## src/rtl/aes_seq_pkg.sv

```systemverilog
// Shared types and constants for the AES block sequencer.
// Optional core watchdog is enabled by defining AES_SEQ_TIMEOUT_EN.
package aes_seq_pkg;

  typedef enum logic [2:0] {
    StIdle  = 3'd0,
    StFetch = 3'd1,
    StIssue = 3'd2,
    StWait  = 3'd3,
    StWrite = 3'd4,
    StFin   = 3'd5
  } seq_state_e;

  localparam int unsigned RowW    = 32;
  localparam int unsigned NumRows = 4;
  localparam int unsigned BlockW  = RowW * NumRows;

  localparam int unsigned DefaultTimeoutCycles = 64;

  // Row 0 sits in the most significant word of a block.
  function automatic logic [RowW-1:0] block_row(input logic [BlockW-1:0] blk,
                                                input int unsigned idx);
    return blk[BlockW-1-idx*RowW -: RowW];
  endfunction

endpackage

```

## src/rtl/aes_seq_watchdog.sv

```systemverilog
// Wait-cycle counter for the sequencer's core watchdog (used with AES_SEQ_TIMEOUT_EN).
// expired is high in the Limit-th consecutive enabled cycle after a clear.
module aes_seq_watchdog #(
  parameter int unsigned Limit = 64
) (
  input  logic clk,
  input  logic rst_n,
  input  logic clr,
  input  logic en,
  output logic expired
);

  localparam int unsigned CntW = $clog2(Limit + 1);

  logic [CntW-1:0] cnt_q;

  always_ff @(posedge clk or negedge rst_n) begin
    if (!rst_n) begin
      cnt_q <= '0;
    end else if (clr) begin
      cnt_q <= '0;
    end else if (en) begin
      cnt_q <= cnt_q + CntW'(1);
    end
  end

  assign expired = en && (cnt_q == CntW'(Limit - 1));

endmodule

```

## src/rtl/aes_block_sequencer.sv

```systemverilog
// Walks the AES core over a run of 128-bit blocks: fetch, issue, wait, write back.
// Define AES_SEQ_TIMEOUT_EN to add a watchdog on the core's done handshake.
module aes_block_sequencer
  import aes_seq_pkg::*;
#(
  parameter int unsigned MAX_BLOCKS = 256,
  parameter int unsigned CNT_W      = $clog2(MAX_BLOCKS + 1)
`ifdef AES_SEQ_TIMEOUT_EN
  ,
  parameter int unsigned TIMEOUT_CYCLES = DefaultTimeoutCycles
`endif
) (
  input  logic              clk,
  input  logic              rst_n,
  input  logic              go,
  input  logic              abort,
  input  logic [CNT_W-1:0]  blk_count,
  output logic              mem_ren,
  input  logic [RowW-1:0]   mem_row0,
  input  logic [RowW-1:0]   mem_row1,
  input  logic [RowW-1:0]   mem_row2,
  input  logic [RowW-1:0]   mem_row3,
  output logic              mem_wen,
  output logic [RowW-1:0]   mem_wrow0,
  output logic [RowW-1:0]   mem_wrow1,
  output logic [RowW-1:0]   mem_wrow2,
  output logic [RowW-1:0]   mem_wrow3,
  input  logic              core_ready,
  output logic              core_start,
  output logic [BlockW-1:0] core_din,
  input  logic              core_done,
  input  logic [BlockW-1:0] core_dout,
  output logic              busy,
  output logic              done,
  output logic              err,
  output logic [CNT_W-1:0]  blocks_done
);

  seq_state_e        state_q;
  logic [BlockW-1:0] blk_q;
  logic [BlockW-1:0] res_q;
  logic [CNT_W-1:0]  target_q;
  logic [CNT_W-1:0]  blocks_done_q;
  logic [CNT_W-1:0]  blocks_inc;
  logic              count_ok;
  logic              busy_state;
  logic              timeout;

  assign busy_state = (state_q == StFetch) || (state_q == StIssue) ||
                      (state_q == StWait)  || (state_q == StWrite);
  assign count_ok   = (blk_count != '0) && (32'(blk_count) <= MAX_BLOCKS);
  assign blocks_inc = blocks_done_q + CNT_W'(1);

`ifdef AES_SEQ_TIMEOUT_EN
  logic err_q;

  aes_seq_watchdog #(
    .Limit(TIMEOUT_CYCLES)
  ) u_watchdog (
    .clk    (clk),
    .rst_n  (rst_n),
    .clr    (state_q != StWait),
    .en     (state_q == StWait),
    .expired(timeout)
  );

  // A done arriving with the expiry wins, so no error is flagged then.
  always_ff @(posedge clk or negedge rst_n) begin
    if (!rst_n) begin
      err_q <= 1'b0;
    end else if (state_q == StIdle && go && count_ok) begin
      err_q <= 1'b0;
    end else if (state_q == StWait && !abort && !core_done && timeout) begin
      err_q <= 1'b1;
    end
  end

  assign err = err_q;
`else
  assign timeout = 1'b0;
  assign err     = 1'b0;
`endif

  always_ff @(posedge clk or negedge rst_n) begin
    if (!rst_n) begin
      state_q       <= StIdle;
      blk_q         <= '0;
      res_q         <= '0;
      target_q      <= '0;
      blocks_done_q <= '0;
    end else if (abort && busy_state) begin
      state_q <= StIdle;
    end else begin
      unique case (state_q)
        StIdle: begin
          if (go) begin
            if (count_ok) begin
              target_q      <= blk_count;
              blocks_done_q <= '0;
              state_q       <= StFetch;
            end else begin
              state_q <= StFin;
            end
          end
        end
        StFetch: begin
          blk_q   <= {mem_row0, mem_row1, mem_row2, mem_row3};
          state_q <= StIssue;
        end
        StIssue: begin
          if (core_ready) state_q <= StWait;
        end
        StWait: begin
          if (core_done) begin
            res_q   <= core_dout;
            state_q <= StWrite;
          end else if (timeout) begin
            state_q <= StFin;
          end
        end
        StWrite: begin
          blocks_done_q <= blocks_inc;
          state_q       <= (blocks_inc == target_q) ? StFin : StFetch;
        end
        StFin:   state_q <= StIdle;
        default: state_q <= StIdle;
      endcase
    end
  end

  assign busy        = busy_state;
  assign done        = (state_q == StFin);
  assign mem_ren     = (state_q == StFetch);
  assign mem_wen     = (state_q == StWrite) && !abort;
  assign core_start  = (state_q == StIssue) && core_ready && !abort;
  assign core_din    = blk_q;
  assign mem_wrow0   = block_row(res_q, 0);
  assign mem_wrow1   = block_row(res_q, 1);
  assign mem_wrow2   = block_row(res_q, 2);
  assign mem_wrow3   = block_row(res_q, 3);
  assign blocks_done = blocks_done_q;

endmodule

```

## config.mk

```make
export PLATFORM = sky130hd
export DESIGN_NAME = aes_block_sequencer
export DESIGN_NICKNAME = d
export VERILOG_FILES = /design/src/rtl/aes_seq_pkg.sv /design/src/rtl/aes_seq_watchdog.sv /design/src/rtl/aes_block_sequencer.sv
export SDC_FILE = /design/constraint.sdc
export NUM_CORES = 1
export LEC_CHECK = 0
export ABC_AREA = 1
export CELL_PAD_IN_SITES_DETAIL_PLACEMENT = 1
export CELL_PAD_IN_SITES_GLOBAL_PLACEMENT = 2
export CORE_ASPECT_RATIO = 0.7
export CORE_MARGIN = 3
export CORE_UTILIZATION = 27
export CTS_CLUSTER_SIZE = 25
export DETAILED_ROUTE_END_ITERATION = 8
export PLACE_DENSITY = 0.85
export SYNTH_ARGS = -nofsm -noshare
export SYNTH_HDL_FRONTEND = slang
export SYNTH_SLANG_ARGS = --single-unit
```

## constraint.sdc

```tcl
create_clock -name clk -period 1.9 [get_ports clk]
set_input_delay 0.57 -clock clk [delete_from_list [all_inputs] [get_ports clk]]
set_output_delay 0.57 -clock clk [all_outputs]
set_load 0.005 [all_outputs]
```

# Word level (Yosys, flattened, before mapping)
# Index checks and enable logic that the tools add are counted.
# word_totals
regBits	277
in_bits	271
# op_classes
add_sub_neg	1
n_lt_le_gt_ge	1
eq_ne	11
muxes	10
n_bitwise	1
n_reduce_logical	17
# ops
operator	count
3-bit two-way mux	6
9-bit two-way mux	2
9-bit case mux with 2 select lines	1
3-bit case mux with 5 select lines	1
9-bit by 1-bit adder with 9-bit output (second input constant)	1
9-bit equality test	1
9-bit <= comparator (second input constant)	1
9-bit nonzero test	1
4-bit AND reduction	2
3-bit by 2-bit equality test with 1-bit output (second input constant)	2
3-bit equality test (second input constant)	2
3-bit by 2-bit != test with 1-bit output (second input constant)	2
3-bit AND reduction	2
1-bit logical AND	5
2-bit != test (second input constant)	2
3-bit by 1-bit equality test with 1-bit output (second input constant)	1
3-bit zero test	1
1-bit logical OR	3
3-bit != test (second input constant)	1
2-bit AND reduction	1
2-bit nonzero test	1
1-bit zero test	1
1-bit NOT	1

# Longest topological paths before layout
# Gate-level depths: netlist (run 1).
# depth
word_depth	7
ltp_mapped	11
depth_no_buf	11

# Worst setup path after synthesis (run 1)
# No wires, ideal clock.
# synth_path
path_type	in2reg
from	input blk_count[7]
to	register target_q[7]
setup_time_ps	76
t_arrival_ps	1511
setup_slack_ps	313
cell_stages	9
n_path_buf	1
path_cell_list	nor2_1 > nand2_1 > nor2_1 > xor2_1 > nand2_1 > nor2_4 > buf_6 > nand2_1 > o21ai_1
# synth_via
elab_chain_cells	3
# synth_lines
item	line	text
start, declared	aes_block_sequencer.sv:17	input logic [CNT_W-1:0] blk_count,
9-bit <= comparator / 9-bit nonzero test (equally long branches)	aes_block_sequencer.sv:51	assign count_ok = (blk_count != '0) && (32'(blk_count) <= MAX_BLOCKS);
1-bit logical AND	aes_block_sequencer.sv:51	
4-bit AND reduction (no line)	-	
end signal, assigned	aes_block_sequencer.sv:98	target_q <= blk_count;
end, declared	aes_block_sequencer.sv:42	logic [CNT_W-1:0] target_q;
# Parallel ways exist; a longest one is shown, timed or not.
# A chain may end at the register's enable or synchronous reset.

# Worst setup path in the final report (run 1)
# layout_path
from	register state_q[1]
to	output busy
# layout_via
elab_chain_cells	4
# layout_lines
item	line	text
start, declared	aes_block_sequencer.sv:39	seq_state_e state_q;
start signal, assigned	aes_block_sequencer.sv:86	state_q <= StIdle;
start signal, assigned	aes_block_sequencer.sv:92	state_q <= StIdle;
start signal, assigned	aes_block_sequencer.sv:100	state_q <= StFetch;
3-bit by 1-bit equality test with 1-bit output / 3-bit by 2-bit equality test with 1-bit output (equally long branches)	aes_block_sequencer.sv:49	assign busy_state = (state_q == StFetch) || (state_q == StIssue) ||
1-bit logical OR (2 in series)	aes_block_sequencer.sv:49	
1-bit logical OR (*)	aes_block_sequencer.sv:50	(state_q == StWait) || (state_q == StWrite);
end, declared	aes_block_sequencer.sv:33	output logic busy,
# Mark *: on every way between the ends. The rest lies on a longest branch, timed or not.

==> qor.json, run 1 <==
{
  "synthToLayoutAreaGrowth_pct": 66.58,
  "antenna_left": 0,
  "synth_seq_cells": 277,
  "rsz0062_at_grt": "true",
  "antenna_violations_before_repair": 3,
  "standard_cell_rows": 63,
  "drt_drc_violations_left": 0,
  "route.detailed.wl_per_inst_um": 22.00,
  "routed_wirelength_um": 44250,
  "critical_path.max_fanout": 4,
  "violated_checks": "negative setup slack",
  "min_path_type": "in2async",
  "path_clk_slew_ps": 60,
  "arrival_ps": 1650,
  "number_of_global_route_vias_before_repair": 9789,
  "static_leakage_power_nw": 9.989,
  "outcome": "complete, but fails checks",
  "detailedPlacementHpwl_um": 32470,
  "critical_path_required_ps": 1330,
  "worstSetupStartpointType": "flop",
  "yosysWarnings": 0,
  "path_class": "reg2out",
  "post-place-ws_ps": -449.4,
  "cts_htree_levels": 1,
  "synthesis.area_per_instance_um2": 16.05,
  "clock_sinks": 277,
  "worst_slack_ps": -320.6,
  "yosysUniqueCellTypes": 28,
  "track_usage": 0.1794,
  "setup_violations": 5,
  "synth_area_um2": 11850,
  "cts_buffers": 30,
  "routabilityCongestion": 0.8456,
  "core_area_um2": 42800,
  "worstSetupEndpointType": "output port",
  "ff2ff_path_depth": 9,
  "drt_first_pass_iters": 4,
  "final_max_slew_viol_count": 0,
  "achievable-frequency_ghz": 0.4503,
  "drv.max_cap_violation_count": 0,
  "count_of_nets_after_finishing": 1672,
  "placement.io_buffers": 540,
  "critical-path-slowest-cell": "dfrtp_2",
  "timing.final.hold_violations": 0,
  "grt.overflow.total": 0,
  "cts_tree": "yes",
  "fin_skew_ps": 9.268,
  "cp_cell_sequence": "buf_6 -> nor2_4 -> nand2_4 -> nand2_2 -> nor2_2 -> inv_1 -> buf_2",
  "synth_sequential_area_ratio": 0.5852,
  "routed_via_density": 4.321,
  "floorplan.initialDensity": 0.2767,
  "die_width_um": 256.3,
  "detailroute.via_count": 8690,
  "num_io_pins": 542,
  "clock_tree.buffer_depth": 3,
  "grt_start_max_net_pins": 72,
  "finalSetupTns_ps": -1144,
  "drt_iter0_drc": 345,
  "final_period_minus_worst_setup_slack_ps": 2221,
  "global_route_wire_length_before_repair_um": 64000,
  "root_buffer": "clkbuf_16",
  "power_per_cell_area_nw_per_um2": 1470,
  "clk_latency_ps": 570,
  "critical_path.max_stage_delay_ps": 440,
  "post_route_cells_drive_above_1_share": 0.3261,
  "synth_cells": 738,
  "final.period_utilization": 1.169,
  "chipHeight_um": 181.2,
  "synth_fp_nets": 1010,
  "ir_drop_mv": 0.6502,
  "dieArea_um2": 46460
}
## flip-flops by register name (all words and copies together) (netlist names)
register     count
blocks_done      9
res_q          128
target_q         9
core_din       128
state_q          3
## synth_stat cells, drive strengths merged
| library cell | number | area share |
|---|---|---|
| dfrtp | 277 | 0.59 |
| buf | 31 | 0.029 |
| nand4 | 2 | 0.0011 |
| nor2 | 27 | 0.0092 |
| nor3 | 3 | 0.0013 |
| conb | 1 | 0.00032 |
| nand3b | 2 | 0.0023 |
| o31ai | 5 | 0.0032 |
| inv | 24 | 0.0076 |
| nand3 | 17 | 0.0072 |
| xnor2 | 1 | 0.00074 |
| mux2 | 256 | 0.32 |
| o21ai | 10 | 0.0042 |
| a311oi | 1 | 0.00074 |
| ha | 1 | 0.0011 |
| a31oi | 1 | 0.00053 |
| o21bai | 2 | 0.0013 |
| a21oi | 2 | 0.00085 |
| nand2 | 73 | 0.024 |
| xor2 | 2 | 0.0015 |
## kinds of logic after synthesis
group           Yosys count  synth area share
flops                   277            0.5852
mux                     256            0.3194
simple gates            124           0.04479
buf+inv                  55           0.03623
compound gates           21           0.01077
xor+xnor                  3          0.002219
fa+ha+maj                 1          0.001056
other cells               1         0.0003166
## worst max-delay path: cells and delay by family, from the launching register on
| family | cells | cell delay, ps |
|---|---|---|
| buffers and inverters | 3 | 320 |
| and+or+nand+nor | 4 | 330 |
| DFF | 1 | 440 |
## through the flow
| step | power [mW] | hold WS [ps] | instance area, µm² | std cells | utilization |
|---|---|---|---|---|---|
| floorplan | 15.76 | 274.4 | 11850 | 738 | - |
| global placement | 23.64 | 466.4 | 18400 | 1898 | 0.4298 |
| detailed placement | 24.00 | 460.5 | 18400 | 1898 | 0.4298 |
| CTS | 29.05 | 442.0 | 19490 | 1995 | 0.4554 |
| global route | 30.66 | 477.0 | 19730 | 2011 | 0.4610 |
| finish | 29.01 | 467.6 | 19730 | 2011 | 0.4610 |
## per-layer routing
| metal | vias up | GRT usage | share of wire |
|---|---|---|---|
| met5 | - | 0 | 0 |
| met4 | 0 | 0.05218 | 0.031 |
| met3 | 66 | 0.06081 | 0.084 |
| met2 | 353 | 0.3180 | 0.50 |
| met1 | 4409 | 0.2055 | 0.38 |
| li1 | 3862 | - | - |
## cell type report
cell class / count / area [µm²]
timing repair buffer: 659 / 6291
multi-input combinational: 408 / 4627
fill: 4495 / 23070
inverter: 24 / 92.59
tap: 585 / 732.0
clock buffer: 42 / 887.1
sequential: 277 / 6938
clock inverter: 13 / 156.4
antenna: 3 / 7.507
## cells in the final DEF (no fill, tap or decap), types with 4 or more instances in the layout
| master | n |
|---|---|
| buf_12 | 17 |
| buf_2 | 4 |
| buf_4 | 89 |
| buf_6 | 8 |
| clkbuf_1 | 4 |
| clkbuf_16 | 34 |
| clkbuf_8 | 7 |
| clkdlybuf4s15_1 | 4 |
| clkdlybuf4s50_1 | 269 |
| clkinv_2 | 4 |
| clkinvlp_4 | 5 |
| dfrtp_1 | 272 |
| dfrtp_2 | 5 |
| dlygate4sd2_1 | 259 |
| inv_1 | 20 |
| mux2_2 | 14 |
| mux2_4 | 242 |
| nand2_1 | 68 |
| nand3_1 | 13 |
| nor2_1 | 20 |
| nor2_2 | 4 |
| o21ai_1 | 7 |
| o31ai_1 | 5 |
## report_power, final
| group | switching (mW) | total (mW) | internal, mW |
|---|---|---|---|
| clock network | 2.50 | 6.16 | 3.66 |
| registers | 1.69 | 10.4 | 8.75 |
| logic | 4.43 | 12.4 | 7.98 |
## worst paths after layout
kind / to / slack, ps / start
min in group clk: res_q[127] / 500 / res_q[127]
max reg2reg: core_din[98] / 50 / state_q[1]
min reg2reg: res_q[127] / 500 / res_q[127]
max in group asynchronous: core_din[72] / 700 / rst_n
max: busy / -320 / state_q[1]
min: res_q[104] / 470 / rst_n
## what timing repair did
action / CTS / global route
gates resized for setup: 317 / 18
endpoints found under the setup margin: 270 / 135
pin swaps: 6 / 4
endpoints found under the hold margin: 26 / 0
gates cloned: 0 / 5
hold buffers: 1 / 0
setup buffers: 41 / 9
Power figures use the tool's default switching activity.
==> inputs of run 2 (changes only) <==
Settings changed: GPL_TIMING_DRIVEN from default to 0, REMOVE_ABC_BUFFERS from default to 1, SYNTH_HIERARCHICAL from default to 1.
==> run 2 against run 1 <==
The flow still finishes with violations (negative setup slack). Power decreased by 0.81%. Sequential share of layout area increased by 0.59 points. Worst setup slack improved by 18 ps. Routed wire length increased by 2.4%. Sequential cell count unchanged. Critical path type unchanged. Critical endpoint unchanged. Highest routed layer is now met5.
==> qor.json, run 2 <==
{
  "cts_tree": "yes",
  "dieArea_um2": 46460,
  "global_route_wire_length_before_repair_um": 66300,
  "synth_cells": 738,
  "fin_skew_ps": 17.38,
  "synth_area_um2": 11850,
  "clock_power_share": 0.207,
  "violated_checks": "negative setup slack",
  "root_buffer": "clkbuf_16",
  "number_of_global_route_vias_before_repair": 9932,
  "yosysWarnings": 6,
  "rsz0062_at_grt": "true",
  "layout.cells.most_common_list": "dfrtp_1 (268), clkdlybuf4s50_1 (268), dlygate4sd2_1 (252)",
  "critical_r2r_launch": "state_q[1]",
  "clk_latency_ps": 580,
  "synthesis.area_per_instance_um2": 16.05,
  "achievable-frequency_ghz": 0.4541,
  "path_clk_slew_ps": 70,
  "clock_sinks": 277,
  "grt.overflow.total": 0,
  "finalSetupTns_ps": -1053,
  "synth.most_common_cell": "dfrtp_1",
  "yosysUniqueCellTypes": 28,
  "detailedPlacementHpwl_um": 30940,
  "launching_instance_or_port_of_the_critical_path": "state_q[1]",
  "power_per_cell_area_nw_per_um2": 1482,
  "synth_sequential_area_ratio": 0.5852,
  "final_design_area_no_fill_um2": 19420,
  "ir_drop_mv": 0.7156,
  "placement.io_buffers": 540,
  "post_route_cells_drive_above_1_share": 0.3062,
  "multi_input_gate_area_um2": 4653,
  "drt_first_pass_iters": 4,
  "num_io_pins": 542,
  "placed_area_um2": 17820,
  "post-place-ws_ps": -1405,
  "dr.max_layer_used": "met5",
  "register_area_um2": 6943,
  "clock_tree.buffer_depth": 3,
  "routabilityCongestion": 0.7647,
  "comb_pwr_share": 0.428,
  "routed-wl-met2_um": 23220,
  "static_leakage_power_nw": 9.792,
  "standard_cell_rows": 63,
  "internal_power_mw": 20.12,
  "final_period_minus_worst_setup_slack_ps": 2202,
  "chipHeight_um": 181.2,
  "final.period_utilization": 1.159,
  "setup_violations": 5,
  "synth_enable_flop_cells": 0,
  "detailroute.via_count": 8496,
  "synthToLayoutAreaGrowth_pct": 63.97,
  "timing_worst_slew_pin_value_ps": 760.8,
  "die_width_um": 256.3,
  "drt_iter0_drc": 334,
  "synthArstFlopShare": 1.000,
  "cts_htree_levels": 1,
  "critical_path_required_ps": 1330,
  "instances_no_fill": 1965,
  "path_class": "reg2out",
  "critical_path.max_fanout": 5,
  "synthTopCellsByArea": "dfrtp_1 (59%), mux2_4 (30%), buf_6 (2.8%), nand2_1 (2.2%), mux2_2 (1.5%)",
  "synth.cells.most_frequent": "dfrtp_1 (277), mux2_4 (240), nand2_1 (70), buf_6 (29), nor2_1 (26)",
  "floorplan.initialDensity": 0.2767,
  "synth_seq_cells": 277,
  "routed_via_density": 4.324,
  "arrival_ps": 1630,
  "cts.hold.buffers_added": 0,
  "final_max_slew_viol_count": 0,
  "routed_wirelength_um": 45330,
  "count_of_nets_after_finishing": 1630,
  "timing.final.hold_violations": 0,
  "cell_taking_the_most_area_after_synthesis": "dfrtp_1",
  "min_path_type": "in2async",
  "antenna_left": 0,
  "ff2ff_path_depth": 7,
  "met3RoutedLength_um": 2999,
  "worstSetupStartpointType": "flop",
  "filler_cell_count": 4413,
  "max_slew_margin": 0.4928,
  "share_seq_of_total_power": 0.364,
  "route.detailed.wl_per_inst_um": 23.07,
  "ys_dominant_reg_cell": "dfrtp_1",
  "grt_start_max_net_pins": 113,
  "placedCellCount": 1838,
  "outcome": "complete, but fails checks",
  "drt_drc_violations_left": 0,
  "core_area_um2": 42800,
  "synth_top_area_frac": 0.5852,
  "antenna_violations_before_repair": 5,
  "cts_buffers": 30,
  "drv.max_cap_violation_count": 0,
  "power_switching_share": 0.3008,
  "met1_length_um": 17630,
  "net-switching-power_mw": 8.656,
  "worst_slack_ps": -302.2,
  "track_usage": 0.1886,
  "worstSetupEndpointType": "output port"
}
run 2: changes by cell type in the layout (fill, tap and decap cells not counted), sizes merged, moves of 3 or more:
| cell | delta |
|---|---|
| clkinvlp | -3 |
| dlygate4sd2 | -7 |
| clkbuf | +3 |
| clkdlybuf4s15 | +8 |
| buf | -44 |
run 2: layer usage:
layer | GRT usage | vias up
li1 | - | 3768
met1 | 0.2155 | 4360
met2 | 0.3347 | 293
met3 | 0.06011 | 69
met4 | 0.06175 | 6
met5 | 0 | -
run 2: stage by stage:
step,power (mW),utilization,hold slack [ps]
finish,28.78,0.4538,8.214
global route,30.46,0.4538,52.23
CTS,28.82,0.4476,20.15
detailed placement,23.72,0.4163,491.7
global placement,23.63,0.4122,488.1
floorplan,15.85,-,274.4
run 2: layout make-up:
class                   instances  share of cell area
diodes                          2           0.0002577
clock buffers                  45             0.04567
clock inverters                 7            0.005218
well taps                     585             0.03769
repair buffers                615              0.3090
multi-input cells             410              0.2396
flip-flops and latches        277              0.3575
inverters                      24            0.005154
run 2: kinds of logic after synthesis:
family / share of synthesized area
muxes: 0.3194
adders and majority gates: 0.001056
buffers and inverters: 0.03623
other: 0.0003166
and+or+nand+nor: 0.04479
AOI/OAI and AO/OA: 0.01077
DFF: 0.5852
xor gates and xnor gates: 0.002219
run 2: worst paths after layout:
check	end	slack [ps]
worst max-delay path	busy	-300
worst min-delay path	res_q[43]	8
worst max register to register	res_q[120]	20
worst min register to register	core_din[60]	500
max in group asynchronous	res_q[83]	820
min in group clk	blocks_done[2]	430
run 2: critical path: stages (launching register included):
cell,delay (ps)
dfrtp_2,470
buf_6,150
nand3_4,90
nand2_2,80
nor2_4,120
inv_2,40
buf_6,120
run 2: what timing repair did:
item | 4_1_cts | 5_1_grt
setup buffers | 48 | 14
pin swaps | 6 | 10
cloned | 8 | 4
resized for setup | 325 | 38
setup endpoints to repair | 525 | 140
run 2: power groups by stage:
stage | clock (mW) | sequential, mW | combinational (mW)
final | 5.97 | 10.5 | 12.3
after CTS | 6.19 | 10.5 | 12.2
after global routing | 6.45 | 10.9 | 13.1
after global placement | 0 | 10.4 | 13.2
after detailed placement | 0 | 10.5 | 13.2
after floorplan | 0 | 10.5 | 5.36
